## src/rtl/vx_hw_itr_ras_if.sv

```systemverilog
// rtl/vx_hw_itr_ras_if.sv - request/response bundle for the per-warp interrupt return-address stack
// Purpose: groups push, pop, scheduler-commit, interrupt-return and response signals.
// Ports (master = requester/consumer, slave = vx_hw_itr_ras):
//   push_valid/push_wid/push_addr        : return-address push
//   pop_valid/pop_wid, pop_ready         : pop request and acceptance
//   sched_commit/sched_wid/sched_pc      : save resume PC, set pending
//   itr_ret_valid/itr_ret_wid            : interrupt return request
//   rsp_valid/rsp_ready/rsp_wid/rsp_pc/rsp_kind/rsp_underflow : response stage
//   pending/overflow                     : per-warp status
interface vx_hw_itr_ras_if #(
  parameter int NUM_WARPS = 4,
  parameter int XLEN      = 32
);
  localparam int WW = $clog2(NUM_WARPS);

  logic                 push_valid;
  logic [WW-1:0]        push_wid;
  logic [XLEN-1:0]      push_addr;
  logic                 pop_valid;
  logic [WW-1:0]        pop_wid;
  logic                 pop_ready;
  logic                 sched_commit;
  logic [WW-1:0]        sched_wid;
  logic [XLEN-1:0]      sched_pc;
  logic                 itr_ret_valid;
  logic [WW-1:0]        itr_ret_wid;
  logic                 rsp_valid;
  logic                 rsp_ready;
  logic [WW-1:0]        rsp_wid;
  logic [XLEN-1:0]      rsp_pc;
  logic                 rsp_kind;
  logic                 rsp_underflow;
  logic [NUM_WARPS-1:0] pending;
  logic [NUM_WARPS-1:0] overflow;

  modport master (
    output push_valid, push_wid, push_addr,
    output pop_valid, pop_wid,
    output sched_commit, sched_wid, sched_pc,
    output itr_ret_valid, itr_ret_wid,
    output rsp_ready,
    input  pop_ready,
    input  rsp_valid, rsp_wid, rsp_pc, rsp_kind, rsp_underflow,
    input  pending, overflow
  );

  modport slave (
    input  push_valid, push_wid, push_addr,
    input  pop_valid, pop_wid,
    input  sched_commit, sched_wid, sched_pc,
    input  itr_ret_valid, itr_ret_wid,
    input  rsp_ready,
    output pop_ready,
    output rsp_valid, rsp_wid, rsp_pc, rsp_kind, rsp_underflow,
    output pending, overflow
  );
endinterface

```

## src/rtl/vx_hw_itr_ras.sv

```systemverilog
// rtl/vx_hw_itr_ras.sv - per-warp return-address stack and interrupt context store
// Purpose: RAS_DEPTH-entry circular return-address stack per warp, one saved
//   scheduler resume PC plus pending flag per warp, and a registered
//   valid/ready response stage shared by pops and interrupt returns.
// Ports:
//   clk     : clock
//   reset_n : asynchronous active-low reset
//   bus     : vx_hw_itr_ras_if slave modport (requests, response, status)
module vx_hw_itr_ras #(
  parameter int              NUM_WARPS        = 4,
  parameter int              XLEN             = 32,
  parameter int              RAS_DEPTH        = 4,
  parameter logic [XLEN-1:0] RET_HANDLER_ADDR = XLEN'(32'h8000_0100)
) (
  input  logic             clk,
  input  logic             reset_n,
  vx_hw_itr_ras_if.slave   bus
);
  localparam int WW = $clog2(NUM_WARPS);
  localparam int PW = $clog2(RAS_DEPTH);
  localparam int DW = PW + 1;
  localparam logic [DW-1:0] FULL = DW'(RAS_DEPTH);

  // Storage: deliberately not reset.
  logic [XLEN-1:0] ras_q [NUM_WARPS][RAS_DEPTH];
  logic [XLEN-1:0] spc_q [NUM_WARPS];

  logic [NUM_WARPS-1:0][PW-1:0] tp_q, tp_d;
  logic [NUM_WARPS-1:0][DW-1:0] d_q, d_d;
  logic [NUM_WARPS-1:0]         pending_q, pending_d;
  logic [NUM_WARPS-1:0]         overflow_q, overflow_d;

  logic            rsp_valid_q, rsp_valid_d;
  logic [WW-1:0]   rsp_wid_q, rsp_wid_d;
  logic [XLEN-1:0] rsp_pc_q, rsp_pc_d;
  logic            rsp_kind_q, rsp_kind_d;
  logic            rsp_uf_q, rsp_uf_d;

  logic          pop_ready;
  logic          acc_itr;
  logic          acc_pop;
  logic          pop_hit;
  logic          collide;
  logic [PW-1:0] wr_idx;

  // The response register frees up when empty or drained this cycle.
  assign pop_ready = !rsp_valid_q || bus.rsp_ready;
  // Interrupt return wins; a losing pop simply stays asserted.
  assign acc_itr   = bus.itr_ret_valid && pop_ready;
  assign acc_pop   = bus.pop_valid && !bus.itr_ret_valid && pop_ready;
  assign pop_hit   = acc_pop && (d_q[bus.pop_wid] != '0);
  // Push and non-empty pop on the same warp: pushed address replaces the
  // current top in place, so pointer and depth stay put.
  assign collide   = bus.push_valid && pop_hit && (bus.push_wid == bus.pop_wid);
  assign wr_idx    = collide ? tp_q[bus.push_wid] : tp_q[bus.push_wid] + PW'(1);

  always_comb begin
    tp_d        = tp_q;
    d_d         = d_q;
    pending_d   = pending_q;
    overflow_d  = overflow_q;
    rsp_valid_d = rsp_valid_q;
    rsp_wid_d   = rsp_wid_q;
    rsp_pc_d    = rsp_pc_q;
    rsp_kind_d  = rsp_kind_q;
    rsp_uf_d    = rsp_uf_q;

    if (bus.rsp_ready) rsp_valid_d = 1'b0;

    if (bus.push_valid && !collide) begin
      tp_d[bus.push_wid] = tp_q[bus.push_wid] + PW'(1);
      // Full stack wraps onto the oldest entry; depth saturates.
      if (d_q[bus.push_wid] == FULL) overflow_d[bus.push_wid] = 1'b1;
      else                           d_d[bus.push_wid] = d_q[bus.push_wid] + DW'(1);
    end

    if (pop_hit && !collide) begin
      tp_d[bus.pop_wid] = tp_q[bus.pop_wid] - PW'(1);
      d_d[bus.pop_wid]  = d_q[bus.pop_wid] - DW'(1);
    end

    if (acc_pop) begin
      rsp_valid_d = 1'b1;
      rsp_wid_d   = bus.pop_wid;
      rsp_kind_d  = 1'b0;
      rsp_uf_d    = !pop_hit;
      rsp_pc_d    = pop_hit ? ras_q[bus.pop_wid][tp_q[bus.pop_wid]] : RET_HANDLER_ADDR;
    end

    if (acc_itr) begin
      rsp_valid_d = 1'b1;
      rsp_wid_d   = bus.itr_ret_wid;
      rsp_kind_d  = 1'b1;
      if (pending_q[bus.itr_ret_wid]) begin
        rsp_pc_d                     = spc_q[bus.itr_ret_wid];
        rsp_uf_d                     = 1'b0;
        pending_d[bus.itr_ret_wid]   = 1'b0;
      end else begin
        rsp_pc_d = RET_HANDLER_ADDR;
        rsp_uf_d = 1'b1;
      end
    end

    // Applied last so a same-cycle commit leaves the warp pending.
    if (bus.sched_commit) pending_d[bus.sched_wid] = 1'b1;
  end

  always_ff @(posedge clk or negedge reset_n) begin
    if (!reset_n) begin
      tp_q        <= '0;
      d_q         <= '0;
      pending_q   <= '0;
      overflow_q  <= '0;
      rsp_valid_q <= 1'b0;
      rsp_wid_q   <= '0;
      rsp_pc_q    <= '0;
      rsp_kind_q  <= 1'b0;
      rsp_uf_q    <= 1'b0;
    end else begin
      tp_q        <= tp_d;
      d_q         <= d_d;
      pending_q   <= pending_d;
      overflow_q  <= overflow_d;
      rsp_valid_q <= rsp_valid_d;
      rsp_wid_q   <= rsp_wid_d;
      rsp_pc_q    <= rsp_pc_d;
      rsp_kind_q  <= rsp_kind_d;
      rsp_uf_q    <= rsp_uf_d;
    end
  end

  // Reads above see the pre-edge contents, giving old-value semantics for
  // same-cycle commit/return and push/pop on one warp.
  always_ff @(posedge clk) begin
    if (bus.push_valid)   ras_q[bus.push_wid][wr_idx] <= bus.push_addr;
    if (bus.sched_commit) spc_q[bus.sched_wid]        <= bus.sched_pc;
  end

  assign bus.pop_ready     = pop_ready;
  assign bus.rsp_valid     = rsp_valid_q;
  assign bus.rsp_wid       = rsp_wid_q;
  assign bus.rsp_pc        = rsp_pc_q;
  assign bus.rsp_kind      = rsp_kind_q;
  assign bus.rsp_underflow = rsp_uf_q;
  assign bus.pending       = pending_q;
  assign bus.overflow      = overflow_q;
endmodule

```

## src/flat_wrapper.sv

```systemverilog
// flat-port wrapper written by rule: the top's interface ports become plain ports
module vx_hw_itr_ras_flat 
#(
  parameter int              NUM_WARPS        = 4,
  parameter int              XLEN             = 32,
  parameter int              RAS_DEPTH        = 4,
  parameter logic [XLEN-1:0] RET_HANDLER_ADDR = XLEN'(32'h8000_0100)
)
  (clk, reset_n, bus_push_valid, bus_push_wid, bus_push_addr, bus_pop_valid, bus_pop_wid, bus_sched_commit, bus_sched_wid, bus_sched_pc, bus_itr_ret_valid, bus_itr_ret_wid, bus_rsp_ready, bus_pop_ready, bus_rsp_valid, bus_rsp_wid, bus_rsp_pc, bus_rsp_kind, bus_rsp_underflow, bus_pending, bus_overflow);
  vx_hw_itr_ras_if #(.NUM_WARPS(NUM_WARPS), .XLEN(XLEN)) bus_i ();
  input  logic clk;
  input  logic reset_n;
  input wire logic [$bits(bus_i.push_valid)-1:0] bus_push_valid;
  input wire logic [$bits(bus_i.push_wid)-1:0] bus_push_wid;
  input wire logic [$bits(bus_i.push_addr)-1:0] bus_push_addr;
  input wire logic [$bits(bus_i.pop_valid)-1:0] bus_pop_valid;
  input wire logic [$bits(bus_i.pop_wid)-1:0] bus_pop_wid;
  input wire logic [$bits(bus_i.sched_commit)-1:0] bus_sched_commit;
  input wire logic [$bits(bus_i.sched_wid)-1:0] bus_sched_wid;
  input wire logic [$bits(bus_i.sched_pc)-1:0] bus_sched_pc;
  input wire logic [$bits(bus_i.itr_ret_valid)-1:0] bus_itr_ret_valid;
  input wire logic [$bits(bus_i.itr_ret_wid)-1:0] bus_itr_ret_wid;
  input wire logic [$bits(bus_i.rsp_ready)-1:0] bus_rsp_ready;
  output wire logic [$bits(bus_i.pop_ready)-1:0] bus_pop_ready;
  output wire logic [$bits(bus_i.rsp_valid)-1:0] bus_rsp_valid;
  output wire logic [$bits(bus_i.rsp_wid)-1:0] bus_rsp_wid;
  output wire logic [$bits(bus_i.rsp_pc)-1:0] bus_rsp_pc;
  output wire logic [$bits(bus_i.rsp_kind)-1:0] bus_rsp_kind;
  output wire logic [$bits(bus_i.rsp_underflow)-1:0] bus_rsp_underflow;
  output wire logic [$bits(bus_i.pending)-1:0] bus_pending;
  output wire logic [$bits(bus_i.overflow)-1:0] bus_overflow;
  assign bus_i.push_valid = bus_push_valid;
  assign bus_i.push_wid = bus_push_wid;
  assign bus_i.push_addr = bus_push_addr;
  assign bus_i.pop_valid = bus_pop_valid;
  assign bus_i.pop_wid = bus_pop_wid;
  assign bus_i.sched_commit = bus_sched_commit;
  assign bus_i.sched_wid = bus_sched_wid;
  assign bus_i.sched_pc = bus_sched_pc;
  assign bus_i.itr_ret_valid = bus_itr_ret_valid;
  assign bus_i.itr_ret_wid = bus_itr_ret_wid;
  assign bus_i.rsp_ready = bus_rsp_ready;
  assign bus_pop_ready = bus_i.pop_ready;
  assign bus_rsp_valid = bus_i.rsp_valid;
  assign bus_rsp_wid = bus_i.rsp_wid;
  assign bus_rsp_pc = bus_i.rsp_pc;
  assign bus_rsp_kind = bus_i.rsp_kind;
  assign bus_rsp_underflow = bus_i.rsp_underflow;
  assign bus_pending = bus_i.pending;
  assign bus_overflow = bus_i.overflow;
  vx_hw_itr_ras #(.NUM_WARPS(NUM_WARPS), .XLEN(XLEN), .RAS_DEPTH(RAS_DEPTH), .RET_HANDLER_ADDR(RET_HANDLER_ADDR)) u_core (.clk(clk), .reset_n(reset_n), .bus(bus_i));
endmodule
```

## config.mk

```make
export PLATFORM = sky130hd
export DESIGN_NAME = vx_hw_itr_ras_flat
export DESIGN_NICKNAME = d
export VERILOG_FILES = /design/src/rtl/vx_hw_itr_ras_if.sv /design/src/rtl/vx_hw_itr_ras.sv /design/src/flat_wrapper.sv
export SDC_FILE = /design/constraint.sdc
export NUM_CORES = 1
export LEC_CHECK = 0
export BUFFER_PORTS_ARGS = -buffer_cell sky130_fd_sc_hd__buf_2
export CAP_MARGIN = 15
export CORE_ASPECT_RATIO = 1.2
export CORE_MARGIN = 4
export CORE_UTILIZATION = 50
export DETAILED_ROUTE_END_ITERATION = 7
export GPL_ROUTABILITY_DRIVEN = 0
export PLACE_DENSITY = 0.67
export SETUP_SLACK_MARGIN = 0.4
export SYNTH_ARGS = -nofsm -noshare
export SYNTH_HDL_FRONTEND = slang
export SYNTH_SLANG_ARGS = --single-unit
```

## constraint.sdc

```tcl
create_clock -name clk -period 5.83 [get_ports clk]
set_clock_uncertainty 0.05 [all_clocks]
set_input_delay 0.583 -clock clk [delete_from_list [all_inputs] [get_ports clk]]
set_output_delay 0.583 -clock clk [all_outputs]
set_load 0.05 [all_outputs]
```

==> results.py, run 1 <==
metrics = {
    "floorplanning": {
        "start_util": 0.508,
        "ios": 125,
        "fp.dieH_um": 265,
        "core_area_um2": 54100,
        "row_count": 93,
        "die_area_um2": 58800,
        "fp.dieW_um": 222,
    },
    "routing": {
        "avgViaCountPerCell": 6.03,
        "wire_per_inst_um": 28.1,
        "first_iter_violations": 1352,
        "vias": 13326,
        "ant_nets": 0,
        "drt_pass1_iterations": 5,
        "drcViolationCount": 0,
        "routed_wl_um": 62200,
    },
    "clock_tree": {
        "cts_root_buffer": "clkbuf_16",
        "postCtsHoldBufs": 0,
        "htreeDepth": 3,
        "cts_max_path_buffers": 3,
        "clock-sinks": 705,
        "clk_pin_slew_ns": 0.06,
        "cts_setup_buffers": 0,
        "cts.repair.resized": 0,
        "cts_tree": "built",
        "cts_buffers": 69,
        "clk_latency_ns": 0.59,
    },
    "logic_synthesis": {
        "synth-async-reset-ratio": 0.0922,
        "ys_ff_latch": 705,
        "netlist_area_um2": 27500,
        "syn_inst": 1293,
        "synth.yosys.warnings": 0,
        "syn_nets": 1376,
        "synth_area_per_cell_um2": 21.3,
        "yosysSeqAreaShare": 0.758,
        "synthDistinctLibCells": 46,
        "synth_ff_type": "edfxtp_1",
        "synth_edf_count": 640,
    },
    "critical_path": {
        "r2r-start": "u_core.d_q[3]$_DFF_PN0_",
        "cp-end-kind": "flip-flop",
        "cp-startpoint": "bus_pop_wid[0]",
        "worst-endpoint-arrival_ns": 4.30,
        "r2r_end": "u_core.ras_q[3][93]$_DFFE_PP_",
        "criticalPathCategory": "primary input to flip-flop",
        "critPathRequiredTime_ns": 6.04,
        "reg2reg_depth": 10,
        "crit_fanout": 37,
        "r2r_slack_ns": 1.79,
        "crit_path_start_kind": "primary input",
    },
    "sta": {
        "tightest_slew_ns": 1.10,
        "max-slew-margin-rel": 0.247,
        "period_share": 0.701,
        "final.setup.tns_ns": 0,
        "final_hold_viol_count": 0,
        "max_clock_freq_mhz": 245,
        "rsz0062_at_grt": "no",
        "fin_crit_ns": 4.09,
        "setup_violations": 0,
        "drv_slew": 0,
    },
    "grt": {
        "track_usage": 0.212,
        "grt_pass1_wl_um": 92600,
        "grt_remaining_overflow": 0,
        "antenna_found_initial": 2,
        "grt_pass1_vias": 13702,
        "grt_max_degree": 104,
    },
    "layout": {
        "nets": 1527,
        "stdcell_area_um2": 31400,
        "areaGrowthSynthToFinish_pct": 14.3,
        "layout-drive-gt1-share": 0.312,
    },
    "outcome": {
        "outcome": "complete, no violations",
    },
    "power_and_ir_drop": {
        "leakage_uw": 0.0105,
        "vdd_drop_max_uv": 229,
        "power_density_nw_per_um2": 415,
    },
    "min_path": {
        "hold_path.class": "primary input to asynchronous set/reset pin",
    },
    "place": {
        "place_area_um2": 29100,
        "io_buffers": 124,
        "dp_hpwl_um": 39100,
    },
    "run": {
        "maxCapViolCount": 0,
    },
}
==> flip-flops by register name, indices dropped and copies added, names as in the netlist <==
| register | flops |
|---|---|
| u_core.ras_q | 512 |
| u_core.spc_q | 128 |
| u_core.bus.rsp_pc | 32 |
| u_core.d_q | 12 |
| u_core.tp_q | 8 |
| u_core.bus.overflow | 4 |
| u_core.bus.pending | 4 |
| u_core.bus.rsp_wid | 2 |
| u_core.bus.rsp_kind | 1 |
| u_core.bus.rsp_underflow | 1 |
| u_core.bus.rsp_valid | 1 |
==> cells by family after synthesis <==
group                    synth area share
adder cells (fa/ha/maj)           0.00182
buffers and inverters              0.0149
AND/OR/NAND/NOR                    0.0239
multiplexers                        0.165
flip-flops                          0.758
AO/OA/AOI/OAI                      0.0327
XOR/XNOR                          0.00314
==> critical path: stages <==
cell and delay [ns]:
buf_8 0.34, mux4_2 0.39, inv_1 0.06, ha_1 0.19, ha_1 0.20, nor2_1 0.23
nand3_2 0.42, o21ai_0 0.42, nand4_1 0.44, nor2_4 0.60, buf_4 0.38
==> synth_stat cells, types with 2 or more instances <==
library cell | instances | area [µm²]
a2111oi_0 | 2 | 17.5
a211oi_1 | 3 | 22.5
a21o_1 | 3 | 22.5
a221oi_1 | 19 | 166
a221oi_2 | 10 | 150
a31oi_1 | 29 | 181
and3_1 | 2 | 12.5
buf_1 | 3 | 11.3
buf_2 | 31 | 155
buf_4 | 7 | 52.6
buf_6 | 5 | 56.3
clkbuf_1 | 29 | 109
dfrtp_1 | 65 | 1630
edfxtp_1 | 640 | 19200
ha_1 | 4 | 50.1
inv_1 | 7 | 26.3
mux2_2 | 3 | 33.8
mux2i_1 | 71 | 711
mux4_2 | 169 | 3810
nand2_1 | 14 | 52.6
nand2b_1 | 4 | 25.0
nand3_1 | 4 | 20.0
nand4_1 | 4 | 25.0
nor2_1 | 48 | 180
nor2b_1 | 35 | 219
nor3_1 | 8 | 40.0
nor3b_2 | 2 | 25.0
nor4_1 | 2 | 12.5
o211a_1 | 4 | 40.0
o211ai_2 | 2 | 25.0
o21ai_0 | 25 | 125
o21ai_1 | 15 | 75.1
o21bai_1 | 4 | 30.0
o22ai_1 | 2 | 12.5
xnor2_1 | 2 | 17.5
xor2_1 | 6 | 52.6
==> layout by cell type (no fill, tap or decap), drive strengths merged, types with 4 or more instances in the layout <==
master and n:
clkinv 17, nor2b 35, bufinv 9, o21bai 4, inv 8, nand4 5
clkbuf 96, nor3 9, dfrtp 65, a31oi 29, buf 155, a221oi 29
nand3 4, nor2 48, mux4 169, xor2 6, ha 4, nand2b 4
o21ai 40, edfxtp 640, mux2i 71, o211a 4, nand2 14
==> final cells by class <==
type	instances	area, µm²
antenna	2	5.00
clock buffer	96	1950
clock inverter	28	363
fill	3866	22700
inverter	7	26.3
multi-input combinational	506	6430
sequential	705	20800
tap	712	891
timing repair buffer	155	922
==> per-stage QoR <==
step / cells / power [µW] / utilization / setup slack (ns) / hold WS [ns]
2_1_floorplan: 1293 / 7780 / - / 0.973 / 0.237
3_3_place_gp: 2085 / 8590 / 0.538 / 1.31 / 0.407
3_5_place_dp: 2085 / 8630 / 0.538 / 1.14 / 0.418
4_1_cts: 2209 / 13200 / 0.581 / 1.74 / 0.0988
5_1_grt: 2210 / 13500 / 0.581 / 1.51 / 0.145
6_report: 2211 / 13000 / 0.581 / 1.74 / 0.0780
==> where the power goes <==
group	total (µW)	switching [µW]	leakage (µW)	internal, µW
combinational	2290	1570	0.00277	719
clock	4530	1800	0.00113	2730
sequential	6210	230	0.00660	5980
==> worst max-delay path by stage <==
| stage | endpoint | slack (ns) |
|---|---|---|
| after floorplan | u_core.ras_q[1][32]$_DFFE_PP_ | 0.97 |
| after global placement | u_core.ras_q[3][73]$_DFFE_PP_ | 1.31 |
| after detailed placement | u_core.ras_q[3][74]$_DFFE_PP_ | 1.14 |
| after CTS | u_core.ras_q[3][65]$_DFFE_PP_ | 1.74 |
| after global routing | u_core.ras_q[3][69]$_DFFE_PP_ | 1.51 |
| final | u_core.ras_q[3][93]$_DFFE_PP_ | 1.74 |
==> metal layers <==
metal,GRT usage,share of wire
met1,0.290,0.40
met2,0.341,0.50
met3,0.0359,0.060
met5,0,0.00021
met4,0.0949,0.043
Power figures use the tool's default switching activity.
==> run 2: changes to the inputs <==
- clock period: 5.83 -> 3.9 ns (I/O delays scaled with it)
==> results.py, run 2 (synthesis results as in run 1) <==
metrics = {
    "critical_path": {
        "slowest_stage": "nor2_2",
        "cp_common_cell": "ha_4",
        "reg2reg_depth": 10,
        "crit_fanout": 13,
        "critPathBufInv": 2,
        "cp-end-kind": "flip-flop",
        "r2r_slack_ns": 0.49,
        "worst-endpoint-arrival_ns": 3.56,
        "cp.depth": 10,
        "slowest_delay_ns": 0.95,
        "crit_path_start_kind": "flip-flop",
        "r2r_end": "u_core.ras_q[2][78]$_DFFE_PP_",
        "setup.worst_path.end": "u_core.ras_q[2][78]$_DFFE_PP_",
        "critPathRequiredTime_ns": 4.05,
        "critical_path.cell_chain": "mux4_2 > inv_2 > ha_4 > ha_4 > nor2_4 > nand3_2 > or3_1 > nand4_1 > buf_4 > nor2_2",
        "criticalPathCategory": "flip-flop to flip-flop",
        "cp-startpoint": "u_core.d_q[9]$_DFF_PN0_",
        "r2r-start": "u_core.d_q[9]$_DFF_PN0_",
        "crit_family": "simple AND/OR/NAND/NOR gates",
    },
    "place": {
        "dp_hpwl_um": 36300,
        "io_buffers": 124,
        "dp_slack_ns": 0.282,
        "place_inst": 2103,
    },
    "routing": {
        "ant_nets": 0,
        "routed-wl-met2_um": 32100,
        "drt_pass1_iterations": 5,
        "routed.top_layer": "met5",
        "first_iter_violations": 1354,
        "avgViaCountPerCell": 6.02,
        "wire_per_inst_um": 27.4,
        "wl_met3_um": 3190,
        "met1_length_um": 25000,
        "vias": 13583,
        "routed_wl_um": 61800,
        "drcViolationCount": 0,
    },
    "outcome": {
        "outcome": "complete, no violations",
    },
    "power_and_ir_drop": {
        "power_uw": 19200,
        "leakage_uw": 0.0107,
        "power_density_nw_per_um2": 603,
        "vdd_drop_max_uv": 343,
    },
    "min_path": {
        "min_path_cells": 1,
        "hold_path.class": "primary input to flip-flop",
    },
    "sta": {
        "rsz0062_at_grt": "yes",
        "setup_ws_ns": 0.488,
        "fin_crit_ns": 3.41,
        "final_hold_viol_count": 0,
        "setup_violations": 0,
        "tightest_slew_ns": 1.22,
        "max-slew-margin-rel": 0.185,
        "period_share": 0.875,
        "final.setup.tns_ns": 0,
        "drv_slew": 0,
        "max_clock_freq_mhz": 293,
    },
    "layout": {
        "final_cell_mix": "640 x edfxtp_1, 168 x mux4_2, 121 x buf_2",
        "areaGrowthSynthToFinish_pct": 16.0,
        "layout-drive-gt1-share": 0.315,
        "largest_reg_flops": 512,
        "n_fill_cell": 3868,
        "nets": 1579,
        "layout.cells.non_filler": 2258,
        "layout.cells.most_common": "edfxtp_1",
        "top_register": "u_core.ras_q",
    },
    "floorplanning": {
        "ios": 125,
        "fp.dieH_um": 265,
        "start_util": 0.508,
        "row_count": 93,
        "fp.dieW_um": 222,
        "core_area_um2": 54100,
        "die_area_um2": 58800,
    },
    "clock_tree": {
        "clk_pin_slew_ns": 0.07,
        "cts_setup_buffers": 0,
        "cts_max_path_buffers": 3,
        "clock-sinks": 705,
        "cts_tree": "built",
        "cts_buffers": 67,
        "cts_root_buffer": "clkbuf_16",
        "htreeDepth": 3,
        "clk_latency_ns": 0.59,
    },
    "grt": {
        "grt_max_degree": 111,
        "track_usage": 0.208,
        "antenna_found_initial": 3,
        "grt_pass1_wl_um": 92200,
        "grt_remaining_overflow": 0,
        "grt_pass1_vias": 14204,
    },
    "run": {
        "maxCapViolCount": 0,
    },
}
==> run 2: what timing repair did <==
| action | CTS | global route |
|---|---|---|
| hold endpoints to repair | 193 | 0 |
| pin swaps | 1 | 2 |
| setup endpoints to repair | 6 | 15 |
| gates cloned | 1 | 2 |
| resized for setup | 0 | 0 |
| hold buffers | 33 | 0 |
==> run 2: layout make-up <==
cell class / count / area (µm²) / share of cell area
Antenna cell: 2 / 5.00 / 0.000157
Clock buffer: 93 / 1890 / 0.0592
Clock inverter: 24 / 280 / 0.00879
Inverter: 7 / 26.3 / 0.000824
Multi-Input combinational cell: 509 / 6490 / 0.203
Sequential cell: 705 / 20800 / 0.654
Tap cell: 712 / 891 / 0.0279
Timing Repair Buffer: 206 / 1460 / 0.0459
==> run 2: routing by layer <==
layer | track usage | vias up
met4 | 0.0630 | 2
li1 | - | 5811
met5 | 0 | -
met3 | 0.0323 | 90
met1 | 0.281 | 7275
met2 | 0.355 | 405
==> run 2: power breakdown <==
part,switching [µW],internal [µW]
sequential,305,8940
combinational,2360,1180
clock,2650,3780
==> run 2: worst min-delay path by stage <==
stage	from	endpoint	slack (ns)
final	bus_push_addr[13]	u_core.ras_q[2][13]$_DFFE_PP_	0.13
after global routing	bus_push_addr[19]	u_core.ras_q[0][115]$_DFFE_PP_	0.12
after CTS	bus_push_addr[15]	u_core.ras_q[1][47]$_DFFE_PP_	0.09
after detailed placement	u_core.bus.overflow[0]$_DFFE_PN0P_	u_core.bus.overflow[0]$_DFFE_PN0P_	0.41
after global placement	u_core.bus.overflow[2]$_DFFE_PN0P_	u_core.bus.overflow[2]$_DFFE_PN0P_	0.41
after floorplan	reset_n	u_core.bus.overflow[0]$_DFFE_PN0P_	0.04
==> run 2: stage by stage <==
stage	cell area, µm²	utilization	hold WS [ns]
after CTS	31900	0.589	0.0942
after detailed placement	29400	0.543	0.411
final	31900	0.589	0.125
after floorplan	27700	-	0.0444
after global placement	29300	0.542	0.407
after global routing	31900	0.589	0.117
==> run 3: changes to the inputs <==
==> constraint.sdc (replaced) <==
create_clock -name clk -period 3.9 [get_ports clk]
set_clock_uncertainty 0.05 [all_clocks]
set_input_delay 0.585 -clock clk [delete_from_list [all_inputs] [get_ports clk]]
set_output_delay 0.585 -clock clk [all_outputs]
set_load 0.05 [all_outputs]
==> results.py, run 3 (synthesis results as in run 1) <==
metrics = {
    "floorplanning": {
        "fp.dieW_um": 222,
        "core_area_um2": 54100,
        "ios": 125,
        "die_area_um2": 58800,
        "row_count": 93,
        "fp.dieH_um": 265,
        "start_util": 0.508,
    },
    "place": {
        "dp_hpwl_um": 36900,
        "dp_slack_ns": 0.451,
        "io_buffers": 124,
        "place_inst": 2111,
    },
    "sta": {
        "fin_crit_ns": 3.10,
        "tightest_slew_ns": 1.13,
        "rsz0062_at_grt": "no",
        "final.setup.tns_ns": 0,
        "max-slew-margin-rel": 0.246,
        "setup_ws_ns": 0.796,
        "setup_violations": 0,
        "drv_slew": 0,
        "final_hold_viol_count": 0,
        "period_share": 0.796,
        "timing.hold.ws_ns": 0.103,
        "max_clock_freq_mhz": 322,
    },
    "run": {
        "maxCapViolCount": 0,
    },
    "clock_tree": {
        "cts.repair.resized": 0,
        "clk_pin_slew_ns": 0.07,
        "clock-sinks": 705,
        "cts_root_buffer": "clkbuf_16",
        "cts_max_path_buffers": 3,
        "postCtsHoldBufs": 0,
        "cts_tree": "built",
        "htreeDepth": 3,
        "cts_setup_buffers": 0,
        "clk_latency_ns": 0.59,
        "cts_buffers": 68,
    },
    "power_and_ir_drop": {
        "power_density_nw_per_um2": 612,
        "leakage_uw": 0.0107,
        "vdd_drop_max_uv": 345,
    },
    "critical_path": {
        "slowest_stage": "mux4_2",
        "r2r-start": "u_core.d_q[9]$_DFF_PN0_",
        "slowest_delay_ns": 0.56,
        "crit_fanout": 17,
        "crit_path_start_kind": "flip-flop",
        "worst-endpoint-arrival_ns": 3.33,
        "cp-end-kind": "flip-flop",
        "criticalPathCategory": "flip-flop to flip-flop",
        "reg2reg_depth": 11,
        "critical_path.cell_chain": "mux4_2 > inv_2 > ha_4 > ha_4 > nor2_4 > nand3_2 > or3_1 > nand4_1 > buf_4 > nor2_4 > buf_12",
        "r2r_slack_ns": 0.80,
        "r2r_end": "u_core.ras_q[3][70]$_DFFE_PP_",
        "critPathRequiredTime_ns": 4.12,
        "cp-startpoint": "u_core.d_q[9]$_DFF_PN0_",
    },
    "grt": {
        "grt_pass1_vias": 14341,
        "antenna_found_initial": 4,
        "grt_pass1_wl_um": 91800,
        "grt_remaining_overflow": 0,
        "grt_max_degree": 113,
        "track_usage": 0.209,
    },
    "layout": {
        "layout.cells.non_filler": 2238,
        "largest_reg_flops": 512,
        "layout.cells.most_common": "edfxtp_1",
        "seqCellArea_um2": 20800,
        "multi_input_area_um2": 6470,
        "nets": 1553,
        "top_register": "u_core.ras_q",
        "fin_util": 0.588,
        "n_fill_cell": 3881,
        "areaGrowthSynthToFinish_pct": 15.7,
        "layout-drive-gt1-share": 0.324,
        "final_cell_mix": "640 x edfxtp_1, 168 x mux4_2, 121 x buf_2",
    },
    "min_path": {
        "hold_path.class": "primary input to asynchronous set/reset pin",
    },
    "routing": {
        "avgViaCountPerCell": 5.98,
        "wire_per_inst_um": 27.1,
        "ant_nets": 0,
        "routed_wl_um": 60700,
        "drcViolationCount": 0,
        "drt_pass1_iterations": 5,
        "first_iter_violations": 1192,
        "vias": 13378,
    },
    "outcome": {
        "outcome": "complete, no violations",
    },
}
run 3: changes by cell type in the layout (fill, tap and decap cells not counted), moves of 2 or more:
cell / previous run / this run
clkinv_1: 7 / 11
nor2_2: 3 / 0
bufinv_16: 6 / 8
clkbuf_16: 70 / 73
dlygate4sd3_1: 33 / 0
buf_12: 10 / 18
clkbuf_8: 5 / 3
run 3: layout make-up:
type / count / share of cell area
clock inverter: 29 / 0.0108
clock buffer: 94 / 0.0608
inverter: 7 / 0.000826
timing repair buffer: 182 / 0.0409
sequential: 705 / 0.655
multi-input combinational: 506 / 0.203
antenna: 3 / 0.000236
tap: 712 / 0.0280
run 3: layer usage:
layer / global-route usage / part of all wire / vias up
met5: 0 / 0.00038 / -
met1: 0.276 / 0.39 / 7121
met3: 0.0328 / 0.051 / 90
met4: 0.0892 / 0.037 / 4
met2: 0.349 / 0.52 / 411
li1: - / - / 5752
run 3: worst max-delay path, delay by kind of cell, from the launching register on:
family        cells  cell delay [ns]
fa+ha+maj         2             0.26
buf+inv           3             0.55
flops             1             0.40
mux               1             0.56
simple gates      5             0.95
run 3: per-stage QoR:
stage,instance area [µm²],power [µW]
finish,31800,19500
CTS,31800,19700
detailed placement,29500,13000
global placement,29500,12900
floorplan,27700,11700
global route,31800,20300
run 3: how the worst max path moves through the flow:
stage	slack [ns]	to	cells after the start
floorplan	-0.29	u_core.ras_q[0][0]$_DFFE_PP_	15
global placement	0.48	u_core.ras_q[2][91]$_DFFE_PP_	12
detailed placement	0.45	u_core.ras_q[3][91]$_DFFE_PP_	12
CTS	0.77	u_core.ras_q[2][67]$_DFFE_PP_	11
global route	0.67	u_core.ras_q[3][70]$_DFFE_PP_	11
finish	0.80	u_core.ras_q[3][70]$_DFFE_PP_	11
run 3: power by group:
group	total, µW	internal (µW)	switching (µW)	leakage (µW)
Clock	6680	4000	2680	0.00110
Combinational	3550	1210	2340	0.00296
Sequential	9260	8940	321	0.00660
